`config.mk`:
```
export PLATFORM = sky130hd
export DESIGN_NAME = irq_share_ctrl
export DESIGN_NICKNAME = d
export VERILOG_FILES = /design/src/rtl/irq_share_pkg.sv /design/src/rtl/rr_pick.sv /design/src/rtl/irq_share_ctrl.sv
export SDC_FILE = /design/constraint.sdc
export NUM_CORES = 1
export LEC_CHECK = 0
export ABC_AREA = 1
export BUFFER_PORTS_ARGS = -buffer_cell sky130_fd_sc_hd__buf_2
export CORE_MARGIN = 2
export CORE_UTILIZATION = 45
export CTS_CLUSTER_DIAMETER = 60
export CTS_CLUSTER_SIZE = 40
export DETAILED_ROUTE_END_ITERATION = 8
export GPL_TIMING_DRIVEN = 0
export PLACE_DENSITY = 0.66
export SLEW_MARGIN = 15
export SYNTH_ARGS = -nofsm -noshare
export SYNTH_HDL_FRONTEND = slang
export SYNTH_SLANG_ARGS = --single-unit
export TNS_END_PERCENT = 50
```
`constraint.sdc`:
```
create_clock -name clock -period 5.3 [get_ports clock]
set_clock_uncertainty 0.2 [all_clocks]
set_input_delay 0.265 -clock clock [delete_from_list [all_inputs] [get_ports clock]]
set_output_delay 0.265 -clock clock [all_outputs]
set_load 0.1 [all_outputs]
```
`src/rtl/irq_share_pkg.sv`:
```
// irq_share_pkg: shared FSM state encoding and default sizing for the irq sharing controller
//   state_t           controller FSM states
//   DEF_NREQ          default number of requesters
//   DEF_TIMEOUT       default watchdog length in WAIT cycles
//   DEF_MAX_BURST     default number of acknowledged transfers per grant
package irq_share_pkg;
   typedef enum logic [2:0] {IDLE, ISSUE, WAIT, CONT, RELEASE} state_t;
   localparam int DEF_NREQ      = 4;
   localparam int DEF_TIMEOUT   = 16;
   localparam int DEF_MAX_BURST = 4;
endpackage

```
`src/rtl/rr_pick.sv`:
```
// rr_pick: combinational round-robin picker, first set bit of req searching upward from ptr with wrap
//   req     in   N       request vector
//   ptr     in   IW      search start index (0..N-1)
//   onehot  out  N       one-hot winner, zero when no request
//   idx     out  IW      binary winner index, zero when no request
//   any     out  1       at least one request present
module rr_pick #(
   parameter int N  = 4,
   parameter int IW = $clog2(N)
) (
   input  logic [N-1:0]  req,
   input  logic [IW-1:0] ptr,
   output logic [N-1:0]  onehot,
   output logic [IW-1:0] idx,
   output logic          any
);
   // one extra bit so ptr+i can exceed N-1 before the wrap subtraction
   logic [IW:0] k;
   always_comb begin
      onehot = '0;
      idx    = '0;
      any    = |req;
      k      = '0;
      // scan farthest offset first so the nearest set bit is the last to write
      for (int i = N - 1; i >= 0; i--) begin
         k = {1'b0, ptr} + (IW+1)'(i);
         if (k >= (IW+1)'(N)) k = k - (IW+1)'(N);
         if (req[k[IW-1:0]]) begin
            idx    = k[IW-1:0];
            onehot = N'(1) << k[IW-1:0];
         end
      end
   end
endmodule

```
`src/rtl/irq_share_ctrl.sv`:
```
// irq_share_ctrl: round-robin sharing of one interrupt-handler FSM between NREQ requesters
//   clock, reset        rising-edge clock, synchronous active-high reset
//   req, burst          per-requester request level and continuation wish
//   hnd_ackout          handler ACKOUT
//   hnd_enable_count    handler ENABLE_COUNT, freezes the watchdog while high
//   eql, cont_eql       to handler EQL / CONT_EQL
//   grant, grant_id     one-hot owner (zero when idle) and its index (held when idle)
//   done, timeout_err   per-transfer done pulse to owner, watchdog abort pulse
//   busy                controller not in IDLE
module irq_share_ctrl
   import irq_share_pkg::*;
#(
   parameter int NREQ      = DEF_NREQ,
   parameter int TIMEOUT   = DEF_TIMEOUT,
   parameter int MAX_BURST = DEF_MAX_BURST
) (
   input  logic                    clock,
   input  logic                    reset,
   input  logic [NREQ-1:0]         req,
   input  logic [NREQ-1:0]         burst,
   input  logic                    hnd_ackout,
   input  logic                    hnd_enable_count,
   output logic                    eql,
   output logic                    cont_eql,
   output logic [NREQ-1:0]         grant,
   output logic [$clog2(NREQ)-1:0] grant_id,
   output logic [NREQ-1:0]         done,
   output logic                    timeout_err,
   output logic                    busy
);
   localparam int IW = $clog2(NREQ);
   localparam int WW = $clog2(TIMEOUT);
   localparam int BW = $clog2(MAX_BURST + 1);

   state_t          state, state_n;
   logic [IW-1:0]   rr_ptr, rr_ptr_n, grant_id_n, pick_idx;
   logic [BW-1:0]   burst_cnt, burst_cnt_n;
   logic [WW-1:0]   wd_cnt, wd_cnt_n;
   logic [NREQ-1:0] grant_n, done_n, pick_onehot;
   logic            eql_n, cont_eql_n, timeout_err_n, busy_n, pick_any;

   rr_pick #(.N(NREQ), .IW(IW)) u_pick (
      .req    (req),
      .ptr    (rr_ptr),
      .onehot (pick_onehot),
      .idx    (pick_idx),
      .any    (pick_any)
   );

   always_comb begin
      state_n       = state;
      rr_ptr_n      = rr_ptr;
      burst_cnt_n   = burst_cnt;
      wd_cnt_n      = wd_cnt;
      grant_id_n    = grant_id;
      done_n        = '0;
      timeout_err_n = 1'b0;
      case (state)
         IDLE:
            if (pick_any) begin
               state_n     = ISSUE;
               grant_id_n  = pick_idx;
               burst_cnt_n = '0;
            end
         ISSUE: begin
            wd_cnt_n = '0;
            state_n  = WAIT;
         end
         WAIT:
            // ack beats abandon beats watchdog
            if (hnd_ackout) begin
               done_n      = grant;
               burst_cnt_n = burst_cnt + BW'(1);
               state_n     = (burst[grant_id] && req[grant_id] && (int'(burst_cnt) + 1 < MAX_BURST)) ? CONT : RELEASE;
            end else if (!req[grant_id]) begin
               state_n = RELEASE;
            end else if (wd_cnt == WW'(TIMEOUT - 1)) begin
               timeout_err_n = 1'b1;
               state_n       = RELEASE;
            end else if (!hnd_enable_count) begin
               wd_cnt_n = wd_cnt + WW'(1);
            end
         CONT: begin
            wd_cnt_n = '0;
            state_n  = WAIT;
         end
         RELEASE: begin
            rr_ptr_n = (int'(grant_id) == NREQ - 1) ? '0 : grant_id + IW'(1);
            state_n  = IDLE;
         end
         default: state_n = IDLE;
      endcase
      // outputs are registered, so they are derived from the next state
      eql_n      = (state_n == ISSUE) || (state_n == WAIT) || (state_n == CONT);
      cont_eql_n = state_n == CONT;
      busy_n     = state_n != IDLE;
      grant_n    = !eql_n ? '0 : (state == IDLE) ? pick_onehot : grant;
   end

   always_ff @(posedge clock) begin
      if (reset) begin
         state       <= IDLE;
         rr_ptr      <= '0;
         burst_cnt   <= '0;
         wd_cnt      <= '0;
         eql         <= 1'b0;
         cont_eql    <= 1'b0;
         grant       <= '0;
         grant_id    <= '0;
         done        <= '0;
         timeout_err <= 1'b0;
         busy        <= 1'b0;
      end else begin
         state       <= state_n;
         rr_ptr      <= rr_ptr_n;
         burst_cnt   <= burst_cnt_n;
         wd_cnt      <= wd_cnt_n;
         eql         <= eql_n;
         cont_eql    <= cont_eql_n;
         grant       <= grant_n;
         grant_id    <= grant_id_n;
         done        <= done_n;
         timeout_err <= timeout_err_n;
         busy        <= busy_n;
      end
   end
endmodule

```
==> results of run 1 <==
layout make-up:
type | instances | area [um^2]
fill | 356 | 1560
multi-input combinational | 178 | 935
sequential | 26 | 520
inverter | 40 | 153
timing repair buffer | 26 | 135
tap | 46 | 57.6
clock buffer | 3 | 22.5
buffer | 2 | 11.3
state kept, by name, summed over array words and instances, names as in the netlist:
name / count
eql: 1
burst_cnt: 3
rr_ptr: 2
wd_cnt: 4
state: 3
cont_eql: 1
grant: 4
busy: 1
done: 4
timeout_err: 1
grant_id: 2
power breakdown:
group	total [mW]	leakage, nW	switching (mW)	internal (mW)
clock	0.0796	0.0138	0.0530	0.0266
sequential	0.225	0.212	0.0140	0.211
combinational	0.211	0.716	0.159	0.0513
total	0.515	0.941	0.226	0.289
logic make-up after synthesis:
logic type                 count (synthesis)
xor gates and xnor gates                   1
and+or+nand+nor                          131
buffers and inverters                     42
adders and majority gates                 11
AOI/OAI and AO/OA                         35
DFF                                       26
cell usage in the layout, fill, tap and decap left out:
cell type and instances:
a21oi_2 1, o211ai_1 2, dlygate4sd3_1 1, nand3_1 27, nand2_1 54, clkbuf_1 1
buf_4 1, nor3_1 2, inv_2 5, nand4_1 1, and3_1 1, xor2_1 1
inv_1 34, nand3_2 5, o21a_1 1, a21oi_1 18, nand2_4 1, o21ai_1 3
nor2_1 31, buf_2 25, o21ai_0 7, nand2_2 8, inv_4 1, ha_1 11
clkbuf_4 3, or2_1 1, o21bai_1 1, dfxtp_1 26, o21ai_2 1, a31oi_1 1
critical path: stages, from the launching register on:
cell and delay, ps:
dfxtp_1 520, inv_1 210, ha_1 350, inv_1 100, nand3_1 210, a21oi_1 190, nand3_1 90, nand3_1 80
nand2_1 50, nand2_1 50, nand2_1 40, inv_1 40
metrics by stage:
stage	total power, mW	utilization (%)	setup slack, ps	instance area [um^2]	hold slack, ps
6_report	0.515	54.1	3120	1830	92.9
5_1_grt	0.553	54.1	2890	1830	108
4_1_cts	0.523	54.1	3140	1830	84.1
3_5_place_dp	0.440	53.2	3190	1800	241
3_3_place_gp	0.439	53.2	3180	1800	244
2_1_floorplan	0.401	-	3110	1620	134
worst max path at each step:
stage | end | slack (ps) | depth (start not counted)
detailed placement | grant[2] | 3190 | 11
finish | grant[2] | 3120 | 11
global route | grant[0] | 2890 | 11
floorplan | grant[0] | 3110 | 11
CTS | grant[1] | 3140 | 11
global placement | grant[2] | 3180 | 11
metal layers:
layer,vias to the layer above,part of all wire [%],track usage [%]
li1,843,-,-
met4,0,0,2.45
met2,36,46,29.9
met3,0,4.1,3.87
met1,694,50,21.9
met5,-,0,0
==> results_dict.tcl, run 1 <==
set metrics [dict create \
    status "finished, final reports clean" \
    ant_nets 0 \
    synth_fa_ha_area_share_pct 8.50 \
    path_max_fanout 8 \
    slew-limit-headroom_pct 67.6 \
    core_region_area_um2 3390 \
    grt_pass1_wl_mm 5.73 \
    synth-compound-area-share_pct 12.0 \
    start_util_pct 47.8 \
    worstPathRequired_ps 5370 \
    syn_nets 269 \
    cts_sinks 26 \
    die_y_um 64.0 \
    timing.fmax_mhz 460 \
    yosysMostFrequentCell "nand2_1" \
    drv_slew 0 \
    place_congestion 0.843 \
    leakage_nw 0.941 \
    synthSimpleGateAreaFrac_pct 36.7 \
    power_density_nw_per_um2 281 \
    synth_xor_area_share_pct 0.541 \
    async_reset_ff_share_pct 0 \
    min_period_over_period_pct 41.0 \
    io_pins 26 \
    die-area_um2 4090 \
    post_cts_resized 0 \
    vdd_drop_max_mv 0.213 \
    cp-end-kind "flip-flop" \
    die_x_um 64.0 \
    synthCells 246 \
    grt_pass1_vias 1399 \
    antenna_found_initial 0 \
    r2r-start "rr_ptr[1]" \
    synth_common_cells "nand2_1, inv_1, nor2_1, nand3_1, dfxtp_1" \
    via_per_inst 4.90 \
    num_rows 21 \
    hold_path_class "input port to flip-flop" \
    min-delay-start "hnd_ackout" \
    drt-initial-drc-count 41 \
    setup_violations 0 \
    nets 300 \
    port_buffers 25 \
    synth_area_leaders "dfxtp_1, nand2_1, ha_1" \
    syn_area_um2 1620 \
    seq_area_frac_synth_pct 32.1 \
    dr.pass1.iters 4 \
    tns_ps 0 \
    ys.flop_type "dfxtp_1" \
    final_cells 321 \
    clk_pin_slew_ps 130 \
    cts_buffer_depth 2 \
    hold_path_depth 4 \
    tritoncts "yes" \
    ctsHoldBuffers 1 \
    wl_mm 3.15 \
    synth_top_cell_by_area "dfxtp_1" \
    cts_root_buf "clkbuf_4" \
    synth_top_family_by_area "simple AND/OR/NAND/NOR gates" \
    reg2reg_to "grant[2]" \
    yosys_warnings 0 \
    yosys_register_bits 26 \
    postSynthAreaPerCell_um2 6.58 \
    r2r_slack_ps 3120 \
    fin_crit_ps 2180 \
    syn_to_final_growth_pct 13.3 \
    cts_setup_buffers 0 \
    h-tree-depth 1 \
    insertion_delay_ps 310 \
    grt_max_degree 14 \
    synth-edff-count 0 \
    overflow 0 \
    arrival_ps 2240 \
    path_class "flip-flop to flip-flop" \
    yosys.area.top_type_share_pct 32.1 \
    place_inst 317 \
    grtUsageTotal_pct 17.1 \
    hold_viol 0 \
    drc 0 \
    hpwl_mm 2.51 \
    start_kind "flip-flop" \
    synth_cell_types 27 \
    holdPathEnd "timeout_err" \
    synthMuxAreaShare_pct 0 \
    maxCapViolCount 0 \
    dr_total_vias 1573 \
    antenna_cells 0 \
    critPathLaunch "rr_ptr[1]" \
    worst-slew-pin-transition_ps 490 \
    rsz0062_at_grt "no" \
    drive_gt1_share_pct 18.5 \
    reg2regPathDepth 11 \
    routedWlPerCell_um 9.81 \
    numCtsBuffers 3 \
]
Note: power is estimated with default switching activity, not from simulation.
==> inputs of run 2 (changes only) <==
--- a/config.mk
+++ b/config.mk
@@ -5,7 +5,7 @@
 export SDC_FILE = /design/constraint.sdc
 export NUM_CORES = 1
 export LEC_CHECK = 0
-export ABC_AREA = 1
+export ABC_AREA = 0
 export BUFFER_PORTS_ARGS = -buffer_cell sky130_fd_sc_hd__buf_2
 export CORE_MARGIN = 2
 export CORE_UTILIZATION = 45
==> constraint.sdc (replaced) <==
create_clock -name clock -period 2.02 [get_ports clock]
set_clock_uncertainty 0.2 [all_clocks]
set_input_delay 0.101 -clock clock [delete_from_list [all_inputs] [get_ports clock]]
set_output_delay 0.101 -clock clock [all_outputs]
set_load 0.1 [all_outputs]
==> run 2 against run 1 <==
Against the previous run:
- the run now ends with negative setup slack left
- highest routed layer is now met4
- total power up 150%
- largest cell class unchanged
- combinational power up 110%
- count of clock-buffer cells in the layout is 1 higher
- hold slack worse by 56 ps
- non-clock buffer count rose by 10
- final area rose by 2.5%
- largest power group unchanged
- first-iteration DRC count grew 27%
- synthesized area shrank 7.3%
- clock power grew to 3.3 times the previous value
- die area is 6.9% lower
==> results_dict.tcl, run 2 <==
set metrics [dict create \
    h-tree-depth 1 \
    worstPathRequired_ps 2050 \
    leakage_nw 0.788 \
    largestRegisters "done: 4 flops, grant: 4 flops, wd_cnt: 4 flops" \
    yosysMostFrequentCell "dfxtp_1" \
    die-area_um2 3810 \
    nets 227 \
    core_region_area_um2 3100 \
    cp.buffers_inverters 1 \
    yosys_warnings 0 \
    most-common-layout-cells "nor2_1, buf_2, dfxtp_1" \
    fin_ws_ps -70.1 \
    crit_top_cell "mux2_4" \
    port_buffers 25 \
    start_util_pct 48.3 \
    grt_pass1_wl_mm 5.45 \
    synth_cell_types 44 \
    postSynthAreaPerCell_um2 9.04 \
    io_pins 26 \
    min-delay-start "req[2]" \
    synth_area_leaders "dfxtp_1, ha_1, nor2_1" \
    final_cells 247 \
    r2r_slack_ps -70 \
    hold_viol 0 \
    clkPwrFrac_pct 20.5 \
    critPathLaunch "rr_ptr[0]" \
    setup_violations 5 \
    via_per_inst 5.39 \
    power_frac_seq_pct 44.5 \
    hpwl_mm 2.40 \
    dpl-instance-area_um2 1720 \
    drv_slew 0 \
    violations "negative setup slack" \
    antenna_found_initial 0 \
    slowest_stage "dfxtp_4" \
    timing.fmax_mhz 478 \
    ys.flop_type "dfxtp_1" \
    yosys.area.top_type_share_pct 34.7 \
    syn_nets 189 \
    overflow 0 \
    synth_top_cell_by_area "dfxtp_1" \
    status "finished, violations left" \
    final_area_um2 1880 \
    power_density_nw_per_um2 679 \
    comb_power_share_pct 35.0 \
    min_period_over_period_pct 103 \
    die_x_um 61.7 \
    hold_path_class "input port to flip-flop" \
    tritoncts "yes" \
    worst-slew-pin-transition_ps 495 \
    fin_crit_ps 2090 \
    drt-initial-drc-count 52 \
    p_sw_share_pct 38.5 \
    grt_max_degree 15 \
    syn_area_um2 1500 \
    num_rows 20 \
    start_kind "flip-flop" \
    synth_common_cells "dfxtp_1, nor2_1, a21oi_1, ha_1, nand2_1" \
    numCtsBuffers 3 \
    path_max_fanout 6 \
    routedWlPerCell_um 13.4 \
    grtUsageTotal_pct 19.2 \
    synthCells 166 \
    die_y_um 61.7 \
    cts_sinks 26 \
    arrival_ps 2120 \
    slew-limit-headroom_pct 66.8 \
    drive_gt1_share_pct 30.0 \
    maxCapViolCount 0 \
    seq_area_frac_synth_pct 34.7 \
    crit_path_max_incr_delay_ps 440 \
    path_class "flip-flop to flip-flop" \
    power.internal_mw 0.785 \
    antenna_cells 0 \
    cts_root_buf "clkbuf_4" \
    insertion_delay_ps 330 \
    crit_family "multiplexers" \
    crit_chain "buf_6 -> mux2_4 -> mux2_4 -> nor2b_4 -> a221o_1 -> and3_1" \
    wl_mm 3.30 \
    grt_pass1_vias 1224 \
    ant_nets 0 \
    async_reset_ff_share_pct 0 \
    cts_buffer_depth 2 \
    dr.pass1.iters 4 \
    place_inst 235 \
    drc 0 \
    place_congestion 0.807 \
    post-place-ws_ps -229 \
    fin_util_pct 60.6 \
    synth-edff-count 0 \
    dr_total_vias 1331 \
    r2r-start "rr_ptr[0]" \
    cp-end-kind "flip-flop" \
    clk_pin_slew_ps 140 \
    rsz0062_at_grt "yes" \
    vdd_drop_max_mv 0.367 \
    yosys_register_bits 26 \
    tns_ps -288 \
    p_sw_mw 0.491 \
    syn_to_final_growth_pct 25.3 \
]
==> run 2: cell types whose count changed in the layout (fill, tap and decap cells not counted), moves of 5 or more <==
cell,previous run,this run
nand3b_1,0,5
and2_1,0,5
inv_1,34,2
inv_2,5,0
nor2_1,31,25
nand3_2,5,0
nand2_1,54,9
nand2_2,8,0
a21oi_1,18,11
dfxtp_1,26,21
nand3_1,27,7
o21ai_0,7,2
==> run 2: repair_timing <==
action | 4_1_cts | 5_1_grt
buffers inserted | 6 | 1
hold buffers | 2 | 0
gates resized for setup | 7 | 7
pin swaps | 12 | 3
endpoints found under the hold margin | 3 | 0
endpoints found under the setup margin | 5 | 11
gates cloned | 0 | 0
==> run 2: logic make-up (layout without fill, tap and decap cells) <==
family          Yosys count  in the layout  synth area share (%)
fa+ha+maj                11             11                  9.17
buf+inv                   9             46                  2.25
compound gates           31             31                  14.8
xor+xnor                  3              3                  1.75
mux                       9              9                  9.76
flops                    26             26                  34.7
simple gates             77             77                  27.5
==> run 2: layout make-up <==
class | instances | area [um^2]
plain buffers | 4 | 17.5
clock buffers | 4 | 36.3
fillers | 303 | 1220
inverters | 4 | 22.5
multi-input cells | 131 | 1010
flip-flops and latches | 26 | 537
well taps | 44 | 55.1
repair buffers | 34 | 205
==> run 2: path summary, 6_finish.rpt <==
| kind | to | cells after the start |
|---|---|---|
| max | grant[3] | 6 |
| min | grant_id[1] | 4 |
| max reg2reg | grant[3] | 6 |
| min reg2reg | done[3] | 1 |
==> run 2: per-stage QoR <==
| step | total power [mW] | hold slack [ps] |
|---|---|---|
| final | 1.28 | 36.6 |
| after global routing | 1.35 | 62.5 |
| after detailed placement | 0.996 | 232 |
| after floorplan | 0.913 | 39.3 |
| after global placement | 0.989 | 230 |
| after CTS | 1.27 | 29.4 |
==> run 2: worst reg2reg max path, delay by kind of cell (launching register included) <==
| kind | cells | cell delay, ps |
|---|---|---|
| compound gates | 1 | 310 |
| mux | 2 | 610 |
| flops | 1 | 440 |
| simple gates | 2 | 310 |
| buf+inv | 1 | 120 |
==> run 2: per-layer routing <==
layer	GRT usage, %	vias up	part of all wire [%]	wire length, um
li1	-	678	-	-
met1	24.4	616	47	1540
met2	32.5	32	47	1560
met3	3.93	5	4.8	157
met4	6.38	0	1.2	41
met5	0	-	0	0
==> run 2: power by group through the flow <==
stage                     Sequential [mW]  Combinational, mW  Clock (mW)
after floorplan                     0.741              0.172           0
after global placement              0.579              0.411           0
after detailed placement            0.581              0.415           0
after CTS                           0.569              0.435       0.269
after global routing                0.574              0.475       0.299
final                               0.568              0.446       0.262
